`src/rtl/mem_bridge.sv`:
```
// mem_bridge: converts core load/store requests (byte/half/word at any byte
// address) into single word-aligned bus transactions with byte strobes, then
// returns a one-cycle completion pulse with sign/zero-extended load data.
// Misaligned/illegal accesses and bus timeouts complete with core_err=1.
//
// Ports
//   clk, rst           clock (rising edge), async active-high reset
//   core_valid/we/size/unsigned/addr/wdata   request from core, held until core_ready
//   core_rdata/ready/err                     one-cycle completion back to core
//   bus_valid/we/addr/wstrb/wdata            word-aligned bus request
//   bus_ready/rdata                          bus completion and read word
module mem_bridge #(
  parameter int TIMEOUT_CYCLES = 255,  // 0 disables the timeout
  parameter int TIMEOUT_W      = 8
) (
  input  logic        clk,
  input  logic        rst,
  input  logic        core_valid,
  input  logic        core_we,
  input  logic [1:0]  core_size,
  input  logic        core_unsigned,
  input  logic [31:0] core_addr,
  input  logic [31:0] core_wdata,
  output logic [31:0] core_rdata,
  output logic        core_ready,
  output logic        core_err,
  output logic        bus_valid,
  output logic        bus_we,
  output logic [31:0] bus_addr,
  output logic [3:0]  bus_wstrb,
  output logic [31:0] bus_wdata,
  input  logic        bus_ready,
  input  logic [31:0] bus_rdata
);

  typedef enum logic [1:0] {IDLE, REQ, RESP, ERR} state_t;

  // one extra bit so the compare against the limit never wraps
  localparam logic [TIMEOUT_W:0] LIMIT = (TIMEOUT_W+1)'(TIMEOUT_CYCLES);

  state_t               state, state_nx;
  logic [TIMEOUT_W-1:0] cnt;
  logic [TIMEOUT_W:0]   cnt_next;
  logic                 timeout_hit;
  logic                 misaligned;
  logic [1:0]           lane;
  logic [1:0]           size;
  logic                 uns;

  // Shift the addressed lane down, then truncate and extend to the access size.
  function automatic logic [31:0] extend(input logic [31:0] word, input logic [1:0] ln,
                                         input logic [1:0] sz, input logic zx);
    logic [31:0] s;
    s = word >> {ln, 3'b000};
    case (sz)
      2'd0:    extend = zx ? {24'b0, s[7:0]}  : {{24{s[7]}}, s[7:0]};
      2'd1:    extend = zx ? {16'b0, s[15:0]} : {{16{s[15]}}, s[15:0]};
      default: extend = s;
    endcase
  endfunction

  always_comb begin
    misaligned = (core_size == 2'd3) ||
                 (core_size == 2'd1 && core_addr[0]) ||
                 (core_size == 2'd2 && core_addr[1:0] != 2'b00);
  end

  always_comb begin
    cnt_next    = {1'b0, cnt} + {{TIMEOUT_W{1'b0}}, 1'b1};
    timeout_hit = (TIMEOUT_CYCLES != 0) && (cnt_next == LIMIT);
  end

  always_ff @(posedge clk or posedge rst) begin
    if (rst) state <= IDLE;
    else     state <= state_nx;
  end

  always_comb begin
    state_nx = state;
    case (state)
      IDLE:    if (core_valid) state_nx = misaligned ? ERR : REQ;
      // a ready arriving on the limit cycle takes priority over the timeout
      REQ:     if (bus_ready) state_nx = RESP;
               else if (timeout_hit) state_nx = ERR;
      RESP:    state_nx = IDLE;
      ERR:     state_nx = IDLE;
      default: state_nx = IDLE;
    endcase
  end

  // All outputs are registered: the completion pulse is loaded on the edge
  // that enters RESP/ERR so it lines up with that state.
  always_ff @(posedge clk or posedge rst) begin
    if (rst) begin
      core_rdata <= '0;
      core_ready <= 1'b0;
      core_err   <= 1'b0;
      bus_valid  <= 1'b0;
      bus_we     <= 1'b0;
      bus_addr   <= '0;
      bus_wstrb  <= '0;
      bus_wdata  <= '0;
      cnt        <= '0;
      lane       <= '0;
      size       <= '0;
      uns        <= 1'b0;
    end else begin
      core_rdata <= '0;
      core_ready <= 1'b0;
      core_err   <= 1'b0;
      bus_valid  <= (state_nx == REQ);
      case (state)
        IDLE: if (core_valid) begin
          if (misaligned) begin
            core_ready <= 1'b1;
            core_err   <= 1'b1;
          end else begin
            bus_we   <= core_we;
            bus_addr <= {core_addr[31:2], 2'b00};
            lane     <= core_addr[1:0];
            size     <= core_size;
            uns      <= core_unsigned;
            cnt      <= '0;
            case (core_size)
              2'd0: begin
                bus_wdata <= {4{core_wdata[7:0]}};
                bus_wstrb <= core_we ? (4'b0001 << core_addr[1:0]) : 4'b0000;
              end
              2'd1: begin
                bus_wdata <= {2{core_wdata[15:0]}};
                bus_wstrb <= core_we ? (4'b0011 << core_addr[1:0]) : 4'b0000;
              end
              default: begin
                bus_wdata <= core_wdata;
                bus_wstrb <= core_we ? 4'b1111 : 4'b0000;
              end
            endcase
          end
        end
        REQ: begin
          if (bus_ready) begin
            core_ready <= 1'b1;
            core_rdata <= bus_we ? 32'b0 : extend(bus_rdata, lane, size, uns);
          end else begin
            cnt <= cnt_next[TIMEOUT_W-1:0];
            if (timeout_hit) begin
              core_ready <= 1'b1;
              core_err   <= 1'b1;
            end
          end
        end
        default: ;
      endcase
    end
  end

endmodule

```
`config.mk`:
```
export PLATFORM = sky130hd
export DESIGN_NAME = mem_bridge
export DESIGN_NICKNAME = d
export VERILOG_FILES = /design/src/rtl/mem_bridge.sv
export SDC_FILE = /design/constraint.sdc
export NUM_CORES = 1
export LEC_CHECK = 0
export ABC_AREA = 1
export CAP_MARGIN = 40
export CORE_MARGIN = 5
export CORE_UTILIZATION = 39
export DETAILED_ROUTE_END_ITERATION = 7
export GPL_TIMING_DRIVEN = 0
export PLACE_DENSITY = 0.8
export SETUP_SLACK_MARGIN = 0.15
export SYNTH_ARGS = -nofsm -noshare
export SYNTH_HDL_FRONTEND = slang
export SYNTH_SLANG_ARGS = --single-unit
```
`constraint.sdc`:
```
create_clock -name clk -period 4.35 [get_ports clk]
set_input_delay 0.87 -clock clk [delete_from_list [all_inputs] [get_ports clk]]
set_output_delay 0.87 -clock clk [all_outputs]
set_load 0.1 [all_outputs]
```
==> results of run 1 <==
==> critical path, cell delays in order <==
cell             delay (ns)
clkdlybuf4s50_1        0.49
inv_1                  0.18
ha_1                   0.20
inv_1                  0.05
o21ai_2                0.21
nand2_2                0.13
inv_2                  0.08
buf_6                  0.16
buf_4                  0.19
nand2_1                0.10
nand2_1                0.13
==> kinds of logic (layout without fill, tap and decap cells) <==
group	after synthesis	count (layout)
AOI/OAI and AO/OA	107	107
adders and majority gates	6	6
other	1	2
DFF	117	117
and+or+nand+nor	347	347
buffers and inverters	74	412
==> where the power goes <==
part	switching (mW)	internal (mW)
logic	4.04	2.36
clock network	0.534	0.902
registers	0.260	1.51
total	4.83	4.77
==> through the flow <==
stage	setup WS (ns)	utilization [%]
finish	1.89	74.6
global route	1.76	74.6
CTS	1.87	74.6
detailed placement	1.53	70.2
global placement	-1.31	56.0
floorplan	0.379	-
==> Yosys cell counts <==
master and instances:
dfrtp_1 117, nand2_2 2, nand4_1 3, buf_4 9
inv_1 28, o21ai_0 41, a22oi_1 2, inv_2 9
a21oi_1 30, ha_1 6, o21bai_1 1, buf_6 6
nand3_2 2, nor2_1 45, a31oi_2 10, nor3b_2 1
nor2_2 1, a22o_1 1, o22ai_1 4, o21a_2 1
buf_2 12, clkinv_1 1, nand2_4 1, nand2_1 269
conb_1 1, o211ai_1 1, nand3_1 23, o21ai_1 4
o21ai_2 3, clkbuf_1 9, a31oi_1 9
==> flip-flops by register name, indices dropped and copies added, names as in the netlist <==
signal / flops
state: 2
bus_wdata: 32
core_ready: 1
core_rdata: 32
bus_we: 1
bus_wstrb: 4
cnt: 8
core_err: 1
bus_valid: 1
uns: 1
bus_addr: 30
size: 2
lane: 2
==> final timing paths <==
path                                     startpoint                         to  depth (start not counted)
min in group asynchronous                       rst   core_rdata[24]$_DFF_PP0_                          2
hold / removal             bus_wdata[5]$_DFFE_PP0P_   bus_wdata[5]$_DFFE_PP0P_                          2
max in group asynchronous                       rst  bus_wdata[13]$_DFFE_PP0P_                          3
setup reg to reg                 cnt[1]$_DFFE_PP0P_        bus_valid$_DFF_PP0_                          9
setup / recovery                       core_addr[0]   bus_addr[27]$_DFFE_PP0P_                         11
hold reg to reg            bus_wdata[5]$_DFFE_PP0P_   bus_wdata[5]$_DFFE_PP0P_                          2
==> per-layer routing <==
layer	GRT usage [%]	up-vias	wire length, microns
met5	0	-	0
met4	14.4	0	972
met3	6.25	66	1430
met2	48.5	288	11500
met1	29.9	2864	7750
li1	-	2731	-
==> layout make-up <==
class | instances | share of cell area [%]
timing repair buffer | 307 | 39.0
multi-input combinational | 462 | 20.6
sequential | 117 | 28.6
buffer | 36 | 2.24
clock buffer | 17 | 4.16
clock inverter | 14 | 1.74
tap | 180 | 2.20
inverter | 38 | 1.44
==> impl_metrics.env, run 1 <==
export IMPL_overflow=0
export IMPL_die_area_sq_um=16300
export IMPL_final_cells=1171
export IMPL_tns_ns=0
export IMPL_dieHeight_microns=128
export IMPL_fillers=892
export IMPL_final_nets=1089
export IMPL_antenna_left=0
export IMPL_maxSlewHeadroom_pct=60.8
export IMPL_cts_setup_buffers=0
export IMPL_yosysWarnings=0
export IMPL_end_kind="flop"
export IMPL_synth_cell_types=31
export IMPL_ios=208
export IMPL_numClockSinks=117
export IMPL_r2r_setup_slack_ns=2.65
export IMPL_final_cell_mix="nand2_1 (269), clkdlybuf4s50_1 (204), dfrtp_1 (117)"
export IMPL_syn_to_final_growth_pct=89.2
export IMPL_crit_type="in -> reg"
export IMPL_rows=43
export IMPL_die_w_microns=128
export IMPL_post_dp_cell_area_sq_um=9630
export IMPL_ys_seq_elements=117
export IMPL_synth_simple_gate_area_share_pct=25.4
export IMPL_synth_top_area_share_pct=54.1
export IMPL_grt_max_degree=80
export IMPL_numCtsBuffers=17
export IMPL_hold_viol_final=0
export IMPL_dp_cells=1140
export IMPL_powerDensity_nw_per_um2=938
export IMPL_cts_buffer_depth=2
export IMPL_crit_fanout=10
export IMPL_finalSetupViolations=0
export IMPL_period_share_pct=56.4
export IMPL_wirelength_microns=21700
export IMPL_fin_crit_ns=2.46
export IMPL_syn_area_per_cell_sq_um=8.30
export IMPL_initial_core_util_pct=39.4
export IMPL_hold_path_class="reg -> reg"
export IMPL_max_clock_freq_mhz=407
export IMPL_max_vdd_ir_drop_mv=0.758
export IMPL_drive_gt1_share_pct=19.4
export IMPL_hpwl_microns=16600
export IMPL_dr_pass1_iters=5
export IMPL_synth_adder_area_share_pct=1.39
export IMPL_drc=0
export IMPL_finClkSkew_ns=0.00579
export IMPL_synth_area_sq_um=5410
export IMPL_clock_latency_ns=0.42
export IMPL_clk_transition_reported_paths_ns=0.06
export IMPL_viasPerCell=5.08
export IMPL_grt_pass1_vias=6441
export IMPL_grt_antenna_before_repair=0
export IMPL_place_gp_congestion=0.939
export IMPL_antenna_cells=0
export IMPL_worstPathRequired_ns=4.69
export IMPL_wl_per_cell_microns=18.5
export IMPL_critPathLaunchType="input pin"
export IMPL_cts_root_buf="clkbuf_16"
export IMPL_yosysSeqAreaShare_pct=54.1
export IMPL_htreeDepth=4
export IMPL_io_buffers=204
export IMPL_drtIter0Drc=487
export IMPL_cts_hold_buffers=0
export IMPL_synthTopCellsByArea="dfrtp_1 (54%), nand2_1 (19%), o21ai_0 (3.8%)"
export IMPL_fin_area_sq_um=10200
export IMPL_post_cts_resized=0
export IMPL_outcome="finished, final reports clean"
export IMPL_vias=5949
export IMPL_synth_top_cell_by_area="dfrtp_1"
export IMPL_finalPower_mw=9.60
export IMPL_multi_input_area_sq_um=2110
export IMPL_muxShareOfSynthArea_pct=0
export IMPL_track_usage_pct=27.2
export IMPL_final_common_cell="nand2_1"
export IMPL_grt_pass1_wl_microns=34000
export IMPL_drv_slew=0
export IMPL_synth_compound_area_share_pct=12.1
export IMPL_rsz0062_at_grt="no"
export IMPL_syn_inst=652
export IMPL_synth_top_family_by_area="simple AND/OR/NAND/NOR gates"
export IMPL_synth_xor_area_share_pct=0
export IMPL_worst_pin_slew_ns=0.588
export IMPL_leakagePower_nw=4.85
export IMPL_cts_tree="yes"
export IMPL_drv_cap=0
export IMPL_hold_slack_ns=0.482
export IMPL_crit_arrival_ns=2.80
export IMPL_coreArea_sq_um=13700
export IMPL_ff_latch_area_sq_um=2930
Note: power is estimated with default switching activity, not from simulation.
==> inputs of run 2 (changes only) <==
--- a/config.mk
+++ b/config.mk
@@ -11,7 +11,7 @@
 export CORE_UTILIZATION = 39
 export DETAILED_ROUTE_END_ITERATION = 7
 export GPL_TIMING_DRIVEN = 0
-export PLACE_DENSITY = 0.8
+export PLACE_DENSITY = 0.83
 export SETUP_SLACK_MARGIN = 0.15
 export SYNTH_ARGS = -nofsm -noshare
 export SYNTH_HDL_FRONTEND = slang
==> constraint.sdc (replaced) <==
create_clock -name clk -period 2 [get_ports clk]
set_input_delay 0.4 -clock clk [delete_from_list [all_inputs] [get_ports clk]]
set_output_delay 0.4 -clock clk [all_outputs]
set_load 0.1 [all_outputs]
==> run 2 against run 1 <==
Compared with the run above:
- setup slack worse by 1.7 ns
- count of clock-buffer cells in the layout rose by 3
- final cell count fell by 2.8%
- worst hold slack got worse by 0.18 ns
- utilization fell by 0.31 points
- via count is 2.3% lower
- global-route usage is 0.93 points lower
- critical path type is now reg -> out
- largest power group unchanged
==> impl_metrics.env, run 2 (synthesis gave the netlist of run 1 again) <==
export IMPL_outcome="finished, final reports clean"
export IMPL_end_kind="primary output"
export IMPL_wl_met1_microns=7670
export IMPL_leakagePower_nw=5.01
export IMPL_ios=208
export IMPL_grt_antenna_before_repair=0
export IMPL_worstPathRequired_ns=1.60
export IMPL_final_nets=1055
export IMPL_place_gp_congestion=0.894
export IMPL_io_buffers=204
export IMPL_antenna_left=0
export IMPL_wl_met3_microns=1700
export IMPL_die_w_microns=128
export IMPL_hold_viol_final=0
export IMPL_hpwl_microns=16300
export IMPL_drv_slew=0
export IMPL_fin_crit_ns=1.76
export IMPL_clk_transition_reported_paths_ns=0.06
export IMPL_dp_cells=1142
export IMPL_top_layer_used="met4"
export IMPL_maxSlewHeadroom_pct=57.0
export IMPL_wirelength_microns=21500
export IMPL_rsz0062_at_grt="no"
export IMPL_period_share_pct=87.9
export IMPL_finalSetupViolations=0
export IMPL_final_cells=1138
export IMPL_vias=5813
export IMPL_final_cell_mix="nand2_1 (269), dfrtp_1 (117), clkdlybuf4s50_1 (99)"
export IMPL_antenna_cells=0
export IMPL_numCtsBuffers=17
export IMPL_powerDensity_nw_per_um2=2040
export IMPL_crit_type="reg -> out"
export IMPL_grt_pass1_wl_microns=32900
export IMPL_overflow=0
export IMPL_drc=0
export IMPL_drv_cap=0
export IMPL_max_vdd_ir_drop_mv=1.75
export IMPL_grt_max_degree=38
export IMPL_viasPerCell=5.11
export IMPL_wl_per_cell_microns=18.9
export IMPL_drive_gt1_share_pct=20.8
export IMPL_max_clock_freq_mhz=569
export IMPL_worst_pin_slew_ns=0.646
export IMPL_cts_root_buf="clkbuf_16"
export IMPL_syn_to_final_growth_pct=88.4
export IMPL_clock_latency_ns=0.42
export IMPL_die_area_sq_um=16300
export IMPL_largestRegisters="bus_wdata: 32 flops, core_rdata: 32 flops, bus_addr: 30 flops"
export IMPL_cpMaxStageDelayCell="dlygate4sd2_1"
export IMPL_grt_pass1_vias=6072
export IMPL_hold_slack_ns=0.301
export IMPL_crit_fanout=2
export IMPL_track_usage_pct=26.2
export IMPL_crit_arrival_ns=1.36
export IMPL_final_common_cell="nand2_1"
export IMPL_drtIter0Drc=420
export IMPL_critPathLaunchType="flop"
export IMPL_hold_path_class="in -> async"
export IMPL_rows=43
export IMPL_wl_met2_microns=11200
export IMPL_cts_buffer_depth=2
export IMPL_dr_pass1_iters=8
export IMPL_coreArea_sq_um=13700
export IMPL_cts_tree="yes"
export IMPL_finClkSkew_ns=0.0138
export IMPL_numClockSinks=117
export IMPL_crit_chain="dlygate4sd2_1 -> buf_16"
export IMPL_htreeDepth=4
export IMPL_initial_core_util_pct=39.4
export IMPL_max_stage_delay_ns=0.37
export IMPL_dieHeight_microns=128
-- run 2: per-stage QoR --
step	total power, mW	TNS [ns]	instance area [sq um]	util (%)	setup WS [ns]
6_report	20.8	0	10200	74.3	0.241
3_5_place_dp	17.8	-20.99	9690	70.6	-0.350
4_1_cts	20.8	0	10200	74.3	0.154
5_1_grt	21.5	0	10200	74.3	0.191
2_1_floorplan	11.5	0	5420	-	0.173
3_3_place_gp	13.9	-129.20	7680	56.0	-0.954
-- run 2: report_power, final --
group / internal [mW] / leakage (nW) / switching [mW] / total, mW
Combinational: 5.05 / 3.23 / 8.78 / 13.8
Sequential: 3.28 / 1.50 / 0.638 / 3.91
Clock: 1.90 / 0.282 / 1.14 / 3.03
Total: 10.2 / 5.01 / 10.6 / 20.8
-- run 2: repair_timing --
item | 4_1_cts | 5_1_grt
resized for setup | 141 | 5
buffers inserted | 0 | 0
endpoints found under the setup margin | 156 | 70
hold buffers | 0 | 0
-- run 2: area by class of cell --
| cell class | count | area [sq um] |
|---|---|---|
| timing repair buffer | 273 | 3950 |
| fill | 871 | 3530 |
| sequential | 117 | 2930 |
| multi-input combinational | 462 | 2120 |
| clock buffer | 20 | 457 |
| buffer | 36 | 231 |
| tap | 180 | 225 |
| inverter | 38 | 146 |
| clock inverter | 12 | 129 |
-- run 2: final timing paths --
check | to | from | slack (ns) | depth (start not counted)
setup / recovery | bus_wdata[20] | bus_wdata[20]$_DFFE_PP0P_ | 0.24 | 2
hold / removal | cnt[7]$_DFFE_PP0P_ | rst | 0.30 | 2
setup reg to reg | bus_valid$_DFF_PP0_ | cnt[1]$_DFFE_PP0P_ | 0.32 | 9
hold reg to reg | bus_addr[12]$_DFFE_PP0P_ | bus_addr[12]$_DFFE_PP0P_ | 0.48 | 2
max in group asynchronous | bus_addr[20]$_DFFE_PP0P_ | rst | 1.22 | 3
min in group clk | size[0]$_DFFE_PP0P_ | core_size[0] | 0.40 | 3
-- run 2: per-layer routing --
layer | vias up | global-route usage, %
li1 | 2679 | -
met1 | 2735 | 28.4
met2 | 331 | 47.2
met3 | 68 | 7.33
met4 | 0 | 12.3
met5 | - | 0
-- run 2: worst max-delay path: cells and delay by family (launching register included) --
| family | cells | cell delay (ns) |
|---|---|---|
| buffers and inverters | 2 | 0.58 |
| DFF | 1 | 0.35 |
==> inputs of run 3 (changes only) <==
--- a/config.mk
+++ b/config.mk
@@ -6,7 +6,6 @@
 export NUM_CORES = 1
 export LEC_CHECK = 0
 export ABC_AREA = 1
-export CAP_MARGIN = 40
 export CORE_MARGIN = 5
 export CORE_UTILIZATION = 39
 export DETAILED_ROUTE_END_ITERATION = 7
==> run 3 against run 2 <==
Compared with the run above:
- register-to-register slack improved by 0.06 ns
- critical endpoint is now bus_wstrb[3]
- clock skew fell by 0.0065 ns
- setup slack lost 0.0054 ns
- worst hold slack better by 0.098 ns
- final cell count decreased by 5.7%
- global-route usage fell by 4.9 points
- sequential cell count unchanged
- fmax fell by 0.30%
- critical path depth down 1
- highest routed layer unchanged
==> impl_metrics.env, run 3 (synthesis gave the netlist of run 1 again) <==
export IMPL_post_dp_cell_area_sq_um=7720
export IMPL_vias=5243
export IMPL_final_nets=990
export IMPL_cts_tree="yes"
export IMPL_drtIter0Drc=405
export IMPL_reg2regPathDepth=9
export IMPL_dr_pass1_iters=5
export IMPL_rows=43
export IMPL_whs_path_depth=3
export IMPL_outcome="finished, final reports clean"
export IMPL_cts_buffer_depth=2
export IMPL_end_kind="primary output"
export IMPL_final_common_cell="nand2_1"
export IMPL_syn_to_final_growth_pct=56.9
export IMPL_numClockSinks=117
export IMPL_wl_per_cell_microns=16.3
export IMPL_worst_pin_slew_ns=0.829
export IMPL_period_share_pct=88.2
export IMPL_crit_family="buffers and inverters"
export IMPL_finClkSkew_ns=0.00725
export IMPL_drc=0
export IMPL_coreArea_sq_um=13700
export IMPL_grt_pass1_vias=5267
export IMPL_fin_area_sq_um=8490
export IMPL_die_w_microns=128
export IMPL_maxSlewHeadroom_pct=44.6
export IMPL_critPathLaunch="bus_wstrb[3]$_DFFE_PP0P_"
export IMPL_grt_pass1_wl_microns=27200
export IMPL_worst_hold_startpoint="core_addr[1]"
export IMPL_grt_antenna_before_repair=0
export IMPL_place_gp_congestion=0.894
export IMPL_worstPathRequired_ns=1.60
export IMPL_drv_cap=0
export IMPL_antenna_cells=0
export IMPL_cpMaxStageDelayCell="clkdlybuf4s15_2"
export IMPL_overflow=0
export IMPL_max_stage_delay_ns=0.57
export IMPL_numCtsBuffers=17
export IMPL_cts_root_buf="clkbuf_16"
export IMPL_initial_core_util_pct=39.4
export IMPL_ios=208
export IMPL_track_usage_pct=21.4
export IMPL_largestRegisters="bus_wdata: 32 flops, core_rdata: 32 flops, bus_addr: 30 flops"
export IMPL_grt_max_degree=42
export IMPL_cts_hold_buffers=0
export IMPL_htreeDepth=4
export IMPL_final_cell_mix="nand2_1 (269), dfrtp_1 (117), clkdlybuf4s15_2 (102)"
export IMPL_hold_viol_final=0
export IMPL_crit_type="reg -> out"
export IMPL_finalSetupViolations=0
export IMPL_critPathLaunchType="flop"
export IMPL_antenna_left=0
export IMPL_clock_latency_ns=0.41
export IMPL_rr_startpoint="cnt[1]$_DFFE_PP0P_"
export IMPL_die_area_sq_um=16300
export IMPL_crit_fanout=2
export IMPL_drv_slew=0
export IMPL_crit_chain="clkdlybuf4s15_2"
export IMPL_crit_arrival_ns=1.36
export IMPL_viasPerCell=4.89
export IMPL_worst_path_stages=1
export IMPL_hold_path_class="in -> reg"
export IMPL_hpwl_microns=13000
export IMPL_max_clock_freq_mhz=567
export IMPL_clk_transition_reported_paths_ns=0.05
export IMPL_fin_crit_ns=1.76
export IMPL_drive_gt1_share_pct=22.2
export IMPL_dieHeight_microns=128
export IMPL_wirelength_microns=17500
export IMPL_rsz0062_at_grt="no"
export IMPL_io_buffers=204
export IMPL_worst_path_buf_inv=1
-- run 3: area by class of cell --
type,count,area [sq um]
fill,1126,5230
sequential,117,2930
timing repair buffer,208,2230
multi-input combinational,462,2120
clock buffer,20,447
buffer,36,234
tap,180,225
clock inverter,12,155
inverter,38,146
-- run 3: worst reg2reg max path: cells and delay by family, from the launching register on --
kind,cells,cell delay (ns)
adder cells (fa/ha/maj),1,0.26
buffers and inverters,1,0.05
flip-flops,1,0.42
AND/OR/NAND/NOR,7,0.77
-- run 3: metrics by stage --
step	hold slack, ns	setup slack [ns]	TNS, ns	std cells	util, %
5_1_grt	0.429	0.173	0	1073	61.9
6_report	0.399	0.236	0	1073	61.9
4_1_cts	0.443	0.153	0	1071	61.7
2_1_floorplan	0.469	0.173	0	653	-
3_3_place_gp	0.461	-0.954	-129.20	1037	56.0
3_5_place_dp	0.464	-0.360	-21.87	1039	56.3
-- run 3: final timing paths --
kind                                              to  slack (ns)
max in group asynchronous  bus_wdata[21]$_DFFE_PP0P_        0.55
min in group asynchronous    core_rdata[7]$_DFF_PP0_        0.49
hold / removal                   lane[1]$_DFFE_PP0P_        0.40
setup reg to reg                 bus_valid$_DFF_PP0_        0.38
hold reg to reg             bus_wdata[5]$_DFFE_PP0P_        0.48
setup / recovery                        bus_wstrb[3]        0.24
-- run 3: repair_timing --
| action | in CTS | in global routing |
|---|---|---|
| endpoints found under the setup margin | 166 | 71 |
| resized for setup | 310 | 8 |
| setup buffers | 0 | 2 |
-- run 3: routing by layer --
layer  GRT usage, %  wire [microns]
met1           26.4            7150
met2           35.6            8470
met3           5.96            1400
met4           8.11             437
met5              0               0
Power of run 3 is not shown: default switching activity piles up to over one toggle a cycle in this logic, so the estimate is an artifact.
